**src/rtl/snn_pkg.sv**
```systemverilog
// Shared types and helpers for the LIF network output-side spike decoder.
// Provides the decoder FSM state type, default widths and the saturating
// increment helper used by every per-channel spike counter.
package snn_pkg;

  localparam int DEF_N_CH  = 2;
  localparam int DEF_WIN_W = 8;
  localparam int DEF_CNT_W = 8;

  typedef enum logic [1:0] {
    IDLE  = 2'd0,
    COUNT = 2'd1,
    HOLD  = 2'd2
  } dec_state_t;

  // Increment (0 or 1) to add to a saturating counter: a spike adds one
  // unless the counter already sits at its all-ones ceiling.
  function automatic logic sat_inc(input logic at_max, input logic spike);
    return spike & ~at_max;
  endfunction

endpackage

```
**src/rtl/spike_counter.sv**
```systemverilog
// Single-channel saturating spike counter. Cleared at the start of a window,
// advanced by one per enabled cycle with a spike, sticking at 2^CNT_W-1.
// The next-count value is exported so the parent can capture the final
// window result on the same edge that the last spike is counted.
module spike_counter
  import snn_pkg::*;
#(
  parameter int CNT_W = DEF_CNT_W
) (
  input  logic             clk,
  input  logic             rst,
  input  logic             i_clear,
  input  logic             i_en,
  input  logic             i_spike,
  output logic [CNT_W-1:0] o_count_nxt
);

  logic [CNT_W-1:0] r_count;
  logic             w_at_max;
  logic [CNT_W-1:0] w_nxt;

  assign w_at_max    = &r_count;
  assign w_nxt       = r_count + {{(CNT_W-1){1'b0}}, sat_inc(w_at_max, i_spike)};
  assign o_count_nxt = w_nxt;

  // Count storage: clear wins over enable so a new window always starts at zero.
  always_ff @(posedge clk or posedge rst) begin
    if (rst)         r_count <= '0;
    else if (i_clear) r_count <= '0;
    else if (i_en)    r_count <= w_nxt;
  end

endmodule

```
**src/rtl/spike_rate_decoder.sv**
```systemverilog
// Spike-rate decoder: counts spikes per channel over a programmable window
// and presents the per-channel counts on a valid/ready output.
// Optional feature macro: SPIKE_DEC_ARGMAX_EN -- when defined, 'winner'
// reports the highest-count channel (ties to the lowest index); otherwise
// 'winner' is tied to zero and no comparator is built.
module spike_rate_decoder
  import snn_pkg::*;
#(
  parameter int N_CH  = DEF_N_CH,
  parameter int WIN_W = DEF_WIN_W,
  parameter int CNT_W = DEF_CNT_W,
  localparam int IDX_W = (N_CH > 1) ? $clog2(N_CH) : 1
) (
  input  logic                  clk,
  input  logic                  rst,
  input  logic [N_CH-1:0]       spike_in,
  input  logic [WIN_W-1:0]      win_len,
  input  logic                  start,
  output logic                  busy,
  output logic [N_CH*CNT_W-1:0] rate_out,
  output logic                  rate_valid,
  input  logic                  rate_ready,
  output logic [IDX_W-1:0]      winner
);

  dec_state_t             r_state;
  logic [WIN_W-1:0]       r_timer;
  logic                   r_busy;
  logic                   r_valid;
  logic [N_CH*CNT_W-1:0]  r_rate;
  logic [IDX_W-1:0]       r_winner;

  logic                   w_accept;
  logic                   w_counting;
  logic                   w_last;
  logic [N_CH*CNT_W-1:0]  w_cnt_nxt;
  logic [IDX_W-1:0]       w_argmax;

  assign w_accept   = (r_state == IDLE) && start && (win_len != '0);
  assign w_counting = (r_state == COUNT);
  assign w_last     = w_counting && (r_timer == {{(WIN_W-1){1'b0}}, 1'b1});

  for (genvar g = 0; g < N_CH; g++) begin : g_ch
    spike_counter #(.CNT_W(CNT_W)) u_cnt (
      .clk         (clk),
      .rst         (rst),
      .i_clear     (w_accept),
      .i_en        (w_counting),
      .i_spike     (spike_in[g]),
      .o_count_nxt (w_cnt_nxt[g*CNT_W +: CNT_W])
    );
  end

`ifdef SPIKE_DEC_ARGMAX_EN
  logic [CNT_W-1:0] w_best;

  // Argmax over the final counts; strict '>' keeps ties on the lowest index.
  always_comb begin
    w_best   = w_cnt_nxt[0 +: CNT_W];
    w_argmax = '0;
    for (int i = 1; i < N_CH; i++) begin
      if (w_cnt_nxt[i*CNT_W +: CNT_W] > w_best) begin
        w_best   = w_cnt_nxt[i*CNT_W +: CNT_W];
        w_argmax = IDX_W'(i);
      end
    end
  end
`else
  assign w_argmax = '0;
`endif

  // Window FSM with registered outputs; results are captured on the HOLD entry edge.
  always_ff @(posedge clk or posedge rst) begin
    if (rst) begin
      r_state  <= IDLE;
      r_timer  <= '0;
      r_busy   <= 1'b0;
      r_valid  <= 1'b0;
      r_rate   <= '0;
      r_winner <= '0;
    end else begin
      unique case (r_state)
        IDLE: begin
          if (w_accept) begin
            r_timer <= win_len;
            r_busy  <= 1'b1;
            r_state <= COUNT;
          end
        end
        COUNT: begin
          r_timer <= r_timer - 1'b1;
          if (w_last) begin
            r_rate   <= w_cnt_nxt;
            r_winner <= w_argmax;
            r_valid  <= 1'b1;
            r_state  <= HOLD;
          end
        end
        HOLD: begin
          if (rate_ready) begin
            r_valid <= 1'b0;
            r_busy  <= 1'b0;
            r_state <= IDLE;
          end
        end
        default: begin
          r_state <= IDLE;
          r_busy  <= 1'b0;
          r_valid <= 1'b0;
        end
      endcase
    end
  end

  assign busy       = r_busy;
  assign rate_valid = r_valid;
  assign rate_out   = r_rate;
  assign winner     = r_winner;

endmodule

```
**config.mk**
```make
export PLATFORM = sky130hd
export DESIGN_NAME = spike_rate_decoder
export DESIGN_NICKNAME = d
export VERILOG_FILES = /design/src/rtl/snn_pkg.sv /design/src/rtl/spike_counter.sv /design/src/rtl/spike_rate_decoder.sv
export SDC_FILE = /design/constraint.sdc
export NUM_CORES = 1
export LEC_CHECK = 0
export CAP_MARGIN = 30
export CORE_MARGIN = 10
export CORE_UTILIZATION = 39
export DETAILED_ROUTE_END_ITERATION = 8
export GPL_TIMING_DRIVEN = 0
export PLACE_DENSITY_LB_ADDON = 0.2
export SLEW_MARGIN = 5
export SYNTH_ARGS = -nofsm -noshare
export SYNTH_HDL_FRONTEND = slang
export SYNTH_SLANG_ARGS = --single-unit
```
**constraint.sdc**
```tcl
create_clock -name clk -period 5.2 [get_ports clk]
set_input_delay 0.78 -clock clk [delete_from_list [all_inputs] [get_ports clk]]
set_output_delay 0.78 -clock clk [all_outputs]
set_load 0.03 [all_outputs]
```
==> results of run 1 <==
-- logic make-up (layout without fill, tap and decap cells) --
kind of cell	Yosys count	in the layout	share of synthesized area (%)
flops	44	44	50.26
buf+inv	19	59	4.854
compound gates	53	53	16.28
fa+ha+maj	6	6	3.427
xor+xnor	13	13	5.197
simple gates	60	60	14.91
other cells	1	1	0.1712
mux	9	9	4.911
-- area by class of cell --
cell class	count	share of cell area, %
tap	72	3.291
clock inverter	1	1.097
multi-input combinational	142	35.92
timing repair buffer	32	12.07
buffer	11	2.788
sequential	44	40.22
clock buffer	7	3.519
inverter	8	1.097
-- critical path, delay by kind of cell --
family                 cells  cell delay, ns
AOI/OAI and AO/OA          2            0.43
and+or+nand+nor            2            0.69
buffers and inverters      2            0.61
-- where the power goes --
group | internal [W] | total [W] | switching, W
Clock | 0.000170 | 0.000289 | 0.000119
Combinational | 0.000294 | 0.000670 | 0.000376
Sequential | 0.000468 | 0.000578 | 0.000109
Total | 0.000932 | 0.00154 | 0.000604
-- final timing paths --
| kind | cells past startpoint | from | slack [ns] | end |
|---|---|---|---|---|
| max | 6 | win_len[0] | 2.87 | r_timer[2] |
| min | 2 | rate_out[3] | 0.48 | rate_out[3] |
| max reg2reg | 9 | g_ch[0].u_cnt.r_count[2] | 3.02 | rate_out[6] |
| min reg2reg | 2 | rate_out[3] | 0.48 | rate_out[3] |
| max in group asynchronous | 3 | rst | 4.01 | g_ch[1].u_cnt.r_count[2] |
| min in group asynchronous | 2 | rst | 0.71 | r_timer[6] |
-- layer usage --
layer / track usage [%] / vias to the layer above / routed length [um] / part of all wire [%]
met5: 0 / - / 0 / 0
met4: 5.237 / 0 / 90 / 1.9
met3: 3.013 / 5 / 244 / 5.1
met2: 17.85 / 29 / 2194 / 46
met1: 14.18 / 764 / 2274 / 47
li1: - / 809 / - / -
-- cells in the final DEF (no fill, tap or decap), drive strengths merged, types with 8 or more instances in the layout --
| cell type | instances |
|---|---|
| o21ai | 16 |
| nor2 | 12 |
| a22o | 8 |
| nand2 | 20 |
| clkbuf | 12 |
| dfrtp | 44 |
| mux2 | 8 |
| clkdlybuf4s50 | 31 |
| nand3 | 13 |
| inv | 8 |
| a21oi | 9 |
-- flip-flops by register name, summed over array words and instances (netlist names) --
name and count:
rate_valid 1, g_ch.u_cnt.r_count 16, r_timer 8, busy 1, rate_out 16, r_state 2
-- metrics by stage --
step / cell area (um^2) / util (%) / total power [W]
finish: 2738 / 50.02 / 0.001536
global route: 2738 / 50.02 / 0.001650
CTS: 2738 / 50.02 / 0.001554
detailed placement: 2611 / 47.71 / 0.001259
global placement: 2591 / 47.35 / 0.001246
floorplan: 2191 / - / 0.001042
==> impl_metrics.ini, run 1 <==
[placed_design]
gp_congestion = 0.7855
dp_cells = 309
post-place-ws_ns = 2.567
post-dp-hpwl_um = 3350
portBuffers = 31

[die]
core_area_um2 = 5473
ios = 33
die_area_um2 = 9016
fp-row-count = 27
die_w_um = 94.95
start_util_pct = 40.03
die_h_um = 94.95

[timing]
fmax_ghz = 0.4289
whs_ns = 0.4821
max_slew_margin_pct = 60.14
worst_slew_pin_slew_ns = 0.5979
final.period_utilization_pct = 44.84
hold_violations = 0
finalSetupViolCount = 0
setup_ws_ns = 2.868
slew_viol_final = 0
tns_ns = 0
rsz0062_at_grt = false
finalClockSkew_ns = 0.01076
layout_min_cycle_time_ns = 2.332

[global_route]
grt_usage_pct = 11.33
antenna_found_initial = 0
grt_overflow_total = 0
grt_max_degree = 37
grt_first_pass_wirelength_um = 8079
grt_pass1_vias = 1592

[final_layout]
drive_above_1_share_pct = 12.65
antenna_cells = 0
fillers = 536
regArea_um2 = 1101
fin_nets = 264
area_growth_pct = 24.96
multi_input_area_um2 = 983.4
stdcell_count = 317

[clock_tree]
cts_setup_buffers = 0
insertion_delay_ns = 0.30
cts_max_level = 2
cts_sinks = 44
cts_hold_buffers = 0
cts_tree = yes
cts_root_buffer = clkbuf_8
ctsResizeCount = 0
cts.clk_slew.worst_paths_ns = 0.09
clock_path_buffers = 2
cts_made_buffers = 5

[worst_setup_path]
worstSetupStartpointType = input port
arrival_ns = 2.51
crit_type = in -> reg
cp_max_fo = 10
cpPeakStageDelay_ns = 0.59
cp_slowest_cell = or4_1
worstPathRequired_ns = 5.38
path_cells = clkdlybuf4s50_1, or4_1, o21ai_2, buf_6, nand2_4, o221a_1
cp-end-kind = flop

[min_path]
hold_class = reg -> reg

[drt]
drc = 0
ant_nets = 0
num_vias = 1607
drt_iter0_markers = 73
routed_wl_um = 4803
avgRoutedWirePerCell_um = 15.15
first_pass_iters = 4
vias_per_cell = 5.069

[yosys]
synth_edf_count = 0
synth.yosys.seq_area_share_pct = 50.26
ys_top_cells_by_area = dfrtp_1, ha_1, o21ai_0, nand2_1, a22o_1
ys_ff_latch = 44
synth_flop_cell = dfrtp_1
synth_area_um2 = 2191
async_flop_share_pct = 100.0
synth.distinct_cells = 44
avgSynthCellArea_um2 = 10.69
yosysTopAreaCell = dfrtp_1
syn-instance-count = 205
ys.warnings.count = 0
synth.most_common_cell = dfrtp_1
syn_nets = 225
synth_top_cell_area_share_pct = 50.26
synth_commonest_cells = dfrtp_1, nand2_1, o21ai_0

[job]
cap_viol_max_count = 0

[power_and_ir_drop]
p_leak_nw = 1.202
peakVddDrop_mv = 0.2256
p_per_area_nw_per_um2 = 561.2

[run_status]
status = complete, no violations
(Power assumes the default switching activity.)
==> inputs of run 2 (changes only) <==
==> constraint.sdc (replaced) <==
create_clock -name clk -period 2.2 [get_ports clk]
set_input_delay 0.33 -clock clk [delete_from_list [all_inputs] [get_ports clk]]
set_output_delay 0.33 -clock clk [all_outputs]
set_load 0.03 [all_outputs]
==> impl_metrics.ini, run 2 (synthesized netlist as in run 1, its figures left out) <==
[drt]
ant_nets = 0
drt_iter0_markers = 69
num_vias = 1600
vias_per_cell = 5.079
avgRoutedWirePerCell_um = 15.26
drc = 0
routed_wl_um = 4808
first_pass_iters = 4

[worst_setup_path]
path_cells = nand3_1, o31a_1, ha_1, ha_1, nand3_1, nor2_1, xor2_1, mux2_2
cp-end-kind = flop
cpPeakStageDelay_ns = 0.42
cp_slowest_cell = dfrtp_1
arrival_ns = 2.25
crit_type = reg -> reg
worstSetupStartpointType = flop
cp_max_fo = 4
rrSetupSlack_ns = 0.14
worstPathRequired_ns = 2.39

[die]
die_area_um2 = 9016
fp-row-count = 27
ios = 33
start_util_pct = 40.03
die_h_um = 94.95
die_w_um = 94.95
core_area_um2 = 5473

[timing]
finalClockSkew_ns = 0.01056
hold_violations = 0
worst_slew_pin_slew_ns = 0.6079
final.period_utilization_pct = 93.47
slew_viol_final = 0
rsz0062_at_grt = false
fmax_ghz = 0.4863
layout_min_cycle_time_ns = 2.056
finalSetupViolCount = 0
whs_ns = 0.2650
max_slew_margin_pct = 59.47

[clock_tree]
cts_max_level = 2
cts_sinks = 44
cts_setup_buffers = 0
cts_root_buffer = clkbuf_8
clock_path_buffers = 2
cts.clk_slew.worst_paths_ns = 0.09
cts_hold_buffers = 0
cts_made_buffers = 5
insertion_delay_ns = 0.30
cts_tree = yes

[global_route]
grt_pass1_vias = 1587
grt_overflow_total = 0
grt_first_pass_wirelength_um = 8079
grt_max_degree = 37
antenna_found_initial = 0
grt_usage_pct = 11.33

[final_layout]
antenna_cells = 0
fin_nets = 262
final_common_cell = dfrtp_1
final_cell_mix = dfrtp_1, clkdlybuf4s50_1, nand2_1
area_growth_pct = 24.67
drive_above_1_share_pct = 13.17

[power_and_ir_drop]
p_leak_nw = 1.199
peakVddDrop_mv = 0.5089
p_per_area_nw_per_um2 = 1327
total_power_w = 0.003625

[placed_design]
gp_congestion = 0.7855
post-dp-hpwl_um = 3350
portBuffers = 31

[min_path]
hold_class = in -> async

[run_status]
status = complete, no violations

[job]
cap_viol_max_count = 0
[run 2: changes by cell type in the layout (fill, tap and decap cells not counted)]
cell      before  now
dfrtp_1       44   43
dfrtp_2        0    1
clkbuf_1       5    3
[run 2: critical path, delay by kind of cell (launching register included)]
kind,cells,cell delay (ns)
flops,1,0.42
simple gates,3,0.35
mux,1,0.26
xor+xnor,1,0.15
fa+ha+maj,2,0.47
compound gates,1,0.30
[run 2: metrics by stage]
step	cell area (um^2)	cells	TNS, ns	setup slack, ns	util [%]
floorplan	2191	205	0	0.2079	-
global placement	2591	308	-6.323	-0.1464	47.35
detailed placement	2611	309	0	0.01273	47.71
CTS	2734	316	0	0.04301	49.95
global route	2731	315	0	0.01057	49.91
finish	2731	315	0	0.1437	49.91
[run 2: what timing repair did]
item / CTS / global route
hold endpoints to repair: 0 / 0
endpoints found under the setup margin: 1 / 2
gates resized for setup: 0 / 1
[run 2: final timing paths]
check | from | endpoint | cells past startpoint
max in group asynchronous | rst | g_ch[1].u_cnt.r_count[2] | 3
setup reg to reg | g_ch[0].u_cnt.r_count[5] | rate_out[6] | 8
setup / recovery | g_ch[0].u_cnt.r_count[5] | rate_out[6] | 8
min in group clk | rate_out[3] | rate_out[3] | 2
hold / removal | rst | r_timer[6] | 2
hold reg to reg | rate_out[3] | rate_out[3] | 2
[run 2: layout make-up]
type / count / area, um^2
clock inverter: 1 / 30.03
timing repair buffer: 32 / 330.3
multi-input combinational: 142 / 983.4
tap: 72 / 90.09
sequential: 44 / 1102
buffer: 9 / 68.82
clock buffer: 7 / 96.34
fill: 535 / 2741
inverter: 8 / 30.03
[run 2: power breakdown]
part	leakage [nW]	internal (W)	switching, W	total, W
logic	0.601	0.000688	0.000854	0.00154
clock network	0.0645	0.000401	0.000282	0.000683
registers	0.534	0.00111	0.000291	0.00140
[run 2: layer usage]
layer  vias up  routed length [um]  global-route usage, %
li1        806                   -                      -
met1       756                2292                  14.18
met2        33                2173                  17.85
met3         5                 251                  3.013
met4         0                  90                  5.237
met5         -                   0                      0
==> inputs of run 3 (changes only) <==
--- a/config.mk
+++ b/config.mk
@@ -7,9 +7,11 @@
 export LEC_CHECK = 0
 export CAP_MARGIN = 30
 export CORE_MARGIN = 10
-export CORE_UTILIZATION = 39
+export CORE_UTILIZATION = 30
+export CTS_BUF_LIST = sky130_fd_sc_hd__clkbuf_4
 export DETAILED_ROUTE_END_ITERATION = 8
 export GPL_TIMING_DRIVEN = 0
+export HOLD_SLACK_MARGIN = 0.02
 export PLACE_DENSITY_LB_ADDON = 0.2
 export SLEW_MARGIN = 5
 export SYNTH_ARGS = -nofsm -noshare
==> impl_metrics.ini, run 3 (synthesized netlist as in run 1, its figures left out) <==
[run_status]
status = complete, no violations

[worst_setup_path]
cpPeakStageDelay_ns = 0.45
arrival_ns = 2.30
worstPathRequired_ns = 2.44
worstSetupStartpointType = flop
cp_max_fo = 4
crit_top_cell = ha_1
cp_slowest_cell = dfrtp_1
path_cells = nand3_2, o31a_1, ha_1, ha_1, nand3_1, nor2_1, xor2_1, mux2_2
cp-end-kind = flop
crit_type = reg -> reg

[global_route]
grt_max_degree = 27
grt_first_pass_wirelength_um = 8362
antenna_found_initial = 0
grt_pass1_vias = 1606
grt_overflow_total = 0
grt_usage_pct = 9.256

[timing]
whs_ns = 0.2760
rsz0062_at_grt = false
setup_ws_ns = 0.1439
max_slew_margin_pct = 60.17
layout_min_cycle_time_ns = 2.056
slew_viol_final = 0
fmax_ghz = 0.4863
finalSetupViolCount = 0
worst_slew_pin_slew_ns = 0.5975
finalClockSkew_ns = 0.01139
hold_violations = 0
final.period_utilization_pct = 93.46
tns_ns = 0

[final_layout]
final_common_cell = dfrtp_1
antenna_cells = 0
area_growth_pct = 23.24
fillers = 720
final_cell_mix = dfrtp_1, clkdlybuf4s50_1, nand2_1
drive_above_1_share_pct = 13.17
postLayoutCellArea_um2 = 2700
fin_nets = 262

[clock_tree]
cts_setup_buffers = 0
cts_tree = yes
cts_max_level = 2
insertion_delay_ns = 0.35
cts_sinks = 44
cts_made_buffers = 5
clock_path_buffers = 2
cts.clk_slew.worst_paths_ns = 0.13
cts_root_buffer = clkbuf_4

[die]
die_area_um2 = 11120
fp-row-count = 31
die_w_um = 105.5
core_area_um2 = 7176
ios = 33
die_h_um = 105.5
start_util_pct = 30.53

[power_and_ir_drop]
p_per_area_nw_per_um2 = 1237
peakVddDrop_mv = 0.3452
total_power_w = 0.003339
p_leak_nw = 1.168

[placed_design]
portBuffers = 31
post-dp-hpwl_um = 3609
placed_cell_area_um2 = 2645
post-place-ws_ns = 0.04158
gp_congestion = 0.7711

[drt]
first_pass_iters = 4
avgRoutedWirePerCell_um = 14.51
ant_nets = 0
num_vias = 1595
drc = 0
vias_per_cell = 4.664
routed_wl_um = 4963
drt_iter0_markers = 60

[job]
cap_viol_max_count = 0

[min_path]
hold_class = in -> async
[run 3: cell types whose count changed in the layout (fill, tap and decap cells not counted), sizes merged]
cell and delta:
clkinv +1, bufinv -1
[run 3: layout make-up]
type / count / area (um^2) / share of cell area [%]
clock buffers: 7 / 52.55 / 1.946
flip-flops and latches: 44 / 1102 / 40.82
multi-input cells: 142 / 988.4 / 36.61
inverters: 8 / 30.03 / 1.112
well taps: 99 / 123.9 / 4.588
repair buffers: 32 / 330.3 / 12.23
plain buffers: 9 / 68.82 / 2.549
clock inverters: 1 / 3.754 / 0.1390
[run 3: through the flow]
step                utilization [%]  cells
floorplan                         -    205
CTS                           37.65    344
global route                  37.63    342
finish                        37.63    342
global placement              36.58    335
detailed placement            36.86    336
[run 3: what timing repair did]
item                       4_1_cts  5_1_grt
setup endpoints to repair        0        4
hold buffers                     0        0
resized for setup                0        2
[run 3: where the power goes]
part / switching (W) / internal [W]
Sequential: 0.000288 / 0.00111
Clock: 0.000255 / 0.000148
Combinational: 0.000851 / 0.000689
[run 3: layer usage]
layer	global-route usage, %	wire (um)	up-vias
li1	-	-	807
met1	11.60	2250	756
met2	14.89	2353	28
met3	2.619	300	4
met4	3.235	59	0
met5	0	0	-
[run 3: worst paths after layout]
path	to	cells after the start	slack [ns]	startpoint
min in group clk	rate_out[3]	2	0.49	rate_out[3]
max in group asynchronous	r_timer[3]	3	1.42	rst
setup / recovery	rate_out[6]	8	0.14	g_ch[0].u_cnt.r_count[5]
hold reg to reg	rate_out[3]	2	0.49	rate_out[3]
hold / removal	busy	2	0.28	rst
setup reg to reg	rate_out[6]	8	0.14	g_ch[0].u_cnt.r_count[5]
[run 3: worst max-delay path: cells and delay by family (launching register included)]
| family | cells | cell delay, ns |
|---|---|---|
| DFF | 1 | 0.45 |
| muxes | 1 | 0.26 |
| and+or+nand+nor | 3 | 0.33 |
| adders and majority gates | 2 | 0.46 |
| xor gates and xnor gates | 1 | 0.16 |
| AOI/OAI and AO/OA | 1 | 0.29 |
